--- config.mk ---
export PLATFORM = sky130hd
export DESIGN_NAME = stream_demux
export DESIGN_NICKNAME = d
export VERILOG_FILES = /design/src/rtl/stream_demux.sv
export SDC_FILE = /design/constraint.sdc
export NUM_CORES = 1
export LEC_CHECK = 0
export BUFFER_PORTS_ARGS = -buffer_cell sky130_fd_sc_hd__buf_2
export CORE_ASPECT_RATIO = 1.4
export CORE_MARGIN = 2
export CORE_UTILIZATION = 45
export DETAILED_ROUTE_END_ITERATION = 16
export PLACE_DENSITY_LB_ADDON = 0.1
export SKIP_CTS_REPAIR_TIMING = 1
export SLEW_MARGIN = 20
export SYNTH_ARGS = -nofsm -noshare
export SYNTH_HDL_FRONTEND = slang
export SYNTH_SLANG_ARGS = --single-unit
--- constraint.sdc ---
create_clock -name clk -period 11.5 [get_ports clk]
set_input_delay 0 -clock clk [delete_from_list [all_inputs] [get_ports clk]]
set_output_delay 0 -clock clk [all_outputs]
set_load 0.005 [all_outputs]
--- src/rtl/stream_demux.sv ---
// 1-to-2 valid/ready stream demux: in_sel steers each beat into a per-destination FIFO.
// Latency 1 cycle from input transfer to outk_valid (no empty-FIFO bypass).
// in_ready = !full[in_sel] from registered occupancy only; a stalled sink blocks only its own beats.
// Optional: define STREAM_DEMUX_COUNT_EN to add count0/count1 saturating per-destination beat counters.

module stream_demux_fifo #(
  parameter int WIDTH = 32,
  parameter int DEPTH = 2
) (
  input  logic             clk,
  input  logic             rst,
  input  logic             push,
  input  logic [WIDTH-1:0] push_data,
  input  logic             pop,
  output logic             full,
  output logic             valid,
  output logic [WIDTH-1:0] head
);
  localparam int AW = $clog2(DEPTH);
  localparam logic [AW:0]   CNT_FULL = (AW+1)'(DEPTH);
  localparam logic [AW:0]   CNT_ONE  = (AW+1)'(1);
  localparam logic [AW-1:0] PTR_ONE  = AW'(1);

  logic [WIDTH-1:0] mem [DEPTH];
  logic [AW-1:0]    wr_ptr;
  logic [AW-1:0]    rd_ptr;
  logic [AW:0]      count;
  logic             do_push;
  logic             do_pop;

  assign full    = (count == CNT_FULL);
  assign valid   = (count != '0);
  assign head    = mem[rd_ptr];
  assign do_push = push && !full;
  assign do_pop  = pop && valid;

  // Storage, pointers and occupancy; reset clears entries so the head reads 0 after reset.
  always_ff @(posedge clk or posedge rst) begin
    if (rst) begin
      for (int i = 0; i < DEPTH; i++) mem[i] <= '0;
      wr_ptr <= '0;
      rd_ptr <= '0;
      count  <= '0;
    end else begin
      if (do_push) begin
        mem[wr_ptr] <= push_data;
        wr_ptr      <= wr_ptr + PTR_ONE;
      end
      if (do_pop) rd_ptr <= rd_ptr + PTR_ONE;
      case ({do_push, do_pop})
        2'b10:   count <= count + CNT_ONE;
        2'b01:   count <= count - CNT_ONE;
        default: count <= count;
      endcase
    end
  end
endmodule

module stream_demux #(
  parameter int WIDTH = 32,
  parameter int DEPTH = 2
) (
  input  logic             clk,
  input  logic             rst,
  input  logic             in_valid,
  output logic             in_ready,
  input  logic             in_sel,
  input  logic [WIDTH-1:0] in_data,
  output logic             out0_valid,
  input  logic             out0_ready,
  output logic [WIDTH-1:0] out0_data,
  output logic             out1_valid,
  input  logic             out1_ready,
  output logic [WIDTH-1:0] out1_data
`ifdef STREAM_DEMUX_COUNT_EN
  ,
  output logic [31:0]      count0,
  output logic [31:0]      count1
`endif
);
  logic full0;
  logic full1;
  logic push0;
  logic push1;

  // Ready looks only at the selected FIFO's registered fullness, never at the sinks.
  assign in_ready = in_sel ? !full1 : !full0;
  assign push0    = in_valid && in_ready && !in_sel;
  assign push1    = in_valid && in_ready &&  in_sel;

  stream_demux_fifo #(.WIDTH(WIDTH), .DEPTH(DEPTH)) u_fifo0 (
    .clk       (clk),
    .rst       (rst),
    .push      (push0),
    .push_data (in_data),
    .pop       (out0_ready),
    .full      (full0),
    .valid     (out0_valid),
    .head      (out0_data)
  );

  stream_demux_fifo #(.WIDTH(WIDTH), .DEPTH(DEPTH)) u_fifo1 (
    .clk       (clk),
    .rst       (rst),
    .push      (push1),
    .push_data (in_data),
    .pop       (out1_ready),
    .full      (full1),
    .valid     (out1_valid),
    .head      (out1_data)
  );

`ifdef STREAM_DEMUX_COUNT_EN
  // Per-destination accepted-beat counters, saturating at all-ones.
  always_ff @(posedge clk or posedge rst) begin
    if (rst) begin
      count0 <= '0;
      count1 <= '0;
    end else begin
      if (push0 && (count0 != 32'hFFFF_FFFF)) count0 <= count0 + 32'd1;
      if (push1 && (count1 != 32'hFFFF_FFFF)) count1 <= count1 + 32'd1;
    end
  end
`endif
endmodule

==> run metrics <==
share of cell area taken by muxes after synthesis=36.26%; Min Hold Slack=0.1830 ns; Syn Area/Cell=15.69 um^2; leading cell type in the layout, fill and taps excluded=sky130_fd_sc_hd__mux2_2; share of synthesized cell area in full adder, half adder and majority cells=0.4196%; Reg2Reg Setup Slack=9.34 ns; root buffer cell=sky130_fd_sc_hd__clkbuf_16; number of buffers inserted during clock tree synthesis=17; via density per instance=5.148; die outline height=140.2 um; post-route setup TNS=0 ns; flop and latch count out of synthesis=136; share of the synthesized area in compound gates (AO/OA/AOI/OAI)=0.08393%; instance area after placement=0.006571 mm^2; placer congestion estimate=0.7171; number of DRC violations after detailed-routing iteration 0=60; wire per inst=17.45 um; largest voltage drop on the vdd net=0.0001452 V; Site Rows=49; slew at the pin with the worst max-slew slack=1.022 ns; maximum level of the CTS H-tree=4; count of warnings emitted by yosys=0; most used cells in the layout excluding fill and tap cells=sky130_fd_sc_hd__mux2_2, sky130_fd_sc_hd__dfrtp_1, sky130_fd_sc_hd__buf_2, sky130_fd_sc_hd__dlygate4sd3_1, sky130_fd_sc_hd__clkbuf_16; switching pwr=0.6455 mW; vias in the first global route=3769; fraction of layout cells with a size suffix above 1=62.62%; standard cell core area=0.01287 mm^2; Routed Antenna Nets=0; number of distinct library cells after synthesis=25; count of input and output buffers=104; ANT cells=0; initial cell density of the core=46.32%; initial antenna violation count=0; required time of the critical path=11.79 ns; crit path DAT=2.45 ns; headroom to the max-slew limit=31.86%; main combinational cell family by area after synthesis=multiplexers; number of vias after detailed routing=3542; Post-Layout Cell Count=688; summed instance area of the synthesized netlist=0.005963 mm^2; DPL Wire Length=7413 um; IO Pins=105; total grt overflow=0; largest net degree at the start of global routing=83; total non-filler cell area in the finished layout=0.007612 mm^2; setup-violating endpoint count in the final report=0; Post-Synth XOR/XNOR Area=1.469%; setup repair after global routing missed its margin=false; Pleak=3.416 nW; Crit Path Max Fanout=18; growth of design area from synthesis to finish=27.65%; die area=0.01420 mm^2; beginning of the worst register-to-register path=u_fifo1.count[1]; final slew viol count=0; Hold WC Path Type=input pin to async pin; post-synth net total=420; total of max-cap violations=0; share of the cycle needed by the critical path after routing=18.82%; clock slew at the register clock pins of the worst setup and hold paths=0.06 ns; run status=completed; clock insertion delay at the later pin of the skew report=0.41 ns; minimum clock period after layout=2.164 ns; achievable frequency=462.1 MHz; Simple-Gate Fraction of Synth Area=2.161%; combinational power share=34.3%; clock sink count=136; Total Routing Usage GR=17.94%; Critical Setup Path Class=register to register; endpoint of the lowest-slack register-to-register path=u_fifo1.mem[45]; FF-to-FF path depth=4; wire length of the first global-routing pass=19490 um; kind of start point of the critical path=register; Sequential Power Share=39.0%; net count reported at finish=563; placed instance count=620; DRC violation count after routing=0; Pre-Repair DR Iteration Count=4; clock share of power=26.7%; sequential cell area fraction in the yosys report=57.07%; maximum buffer depth of the clock tree=2; synthesized netlist cell count=380; internal power component=1.648 mW; fraction of power spent switching nets=28.14%; Setup Skew=0.007906 ns; capturing element type of the critical path=register; PD cells=301.3 mW/mm^2; hold violation count in the final report=0; x dimension of the die=101.3 um; DRT Wirelength=12010 um; CTS tree=done
==> cell type report <==
cell class              instances  area [um^2]
well taps                     153        191.4
clock buffers                  19        442.9
inverters                       1        8.758
repair buffers                145        924.6
multi-input cells             222         2415
clock inverters                12        224.0
flip-flops and latches        136         3406
fillers                      1042         5263
==> cells by family (layout without fill, tap and decap cells) <==
kind of cell	count (synthesis)	in the layout
buffers and inverters	22	177
AO/OA/AOI/OAI	1	1
adder cells (fa/ha/maj)	2	2
AND/OR/NAND/NOR	17	17
flip-flops	136	136
multiplexers	192	192
XOR/XNOR	10	10
==> cell usage after synthesis, drive strengths merged <==
| cell | n | area, um^2 |
|---|---|---|
| nor2b | 1 | 6.260 |
| clkbuf | 2 | 7.510 |
| nand2 | 1 | 3.750 |
| ha | 2 | 25.02 |
| xnor2 | 6 | 52.55 |
| dfrtp | 136 | 3403 |
| and4bb | 1 | 12.51 |
| xor2 | 4 | 35.03 |
| buf | 19 | 140.1 |
| nor2 | 3 | 11.26 |
| nand2b | 2 | 20.02 |
| and2 | 2 | 12.51 |
| nand4b | 1 | 15.01 |
| nand3b | 1 | 7.510 |
| mux2 | 192 | 2162 |
| or2 | 2 | 12.51 |
| nand3 | 1 | 5.000 |
| a21oi | 1 | 5.000 |
| nor3 | 1 | 10.01 |
| nand4 | 1 | 12.51 |
| inv | 1 | 3.750 |
==> layer usage <==
layer	GRT usage, %	share of wire, %	vias up	wire [um]
met5	0	0	-	0
met3	5.539	4.1	15	495
met2	30.12	52	77	6265
met1	21.45	42	1806	5032
li1	-	-	1644	-
met4	6.686	1.8	0	213
==> stage by stage <==
stage          setup slack (ns)  total power, mW  utilization (%)
2_1_floorplan             7.861            1.400                -
3_3_place_gp              9.344            1.664            51.04
3_5_place_dp              9.270            1.697            51.04
4_1_cts                   9.255            2.319            56.22
5_1_grt                   9.231            2.444            59.13
6_report                  9.336            2.294            59.13
==> state kept, by name, indices dropped and copies added, names as in the netlist <==
signal	count
u_fifo0.count	2
u_fifo0.mem	64
u_fifo0.rd_ptr	1
u_fifo0.wr_ptr	1
u_fifo1.count	2
u_fifo1.mem	64
u_fifo1.rd_ptr	1
u_fifo1.wr_ptr	1
==> power groups by stage <==
stage / combinational (mW) / clock, mW / sequential, mW
4_1_cts: 0.797 / 0.623 / 0.898
6_report: 0.786 / 0.612 / 0.896
3_3_place_gp: 0.775 / 0 / 0.888
5_1_grt: 0.865 / 0.645 / 0.934
2_1_floorplan: 0.589 / 0 / 0.812
3_5_place_dp: 0.792 / 0 / 0.906
==> worst max-delay path, cell delays in order (launching register included) <==
cell                      delay [ns]
sky130_fd_sc_hd__dfrtp_1        0.41
sky130_fd_sc_hd__nor2b_1        0.18
sky130_fd_sc_hd__nor3_4         0.65
sky130_fd_sc_hd__buf_4          0.41
sky130_fd_sc_hd__mux2_2         0.38
==> how the worst max path moves through the flow <==
stage                                start               end
after floorplan                        rst  u_fifo0.count[0]
after global placement    u_fifo1.count[1]   u_fifo1.mem[39]
after detailed placement  u_fifo1.count[1]   u_fifo1.mem[45]
after CTS                 u_fifo1.count[1]   u_fifo1.mem[45]
after global routing      u_fifo1.count[1]   u_fifo1.mem[45]
final                     u_fifo1.count[1]   u_fifo1.mem[45]
(Power assumes the default switching activity.)
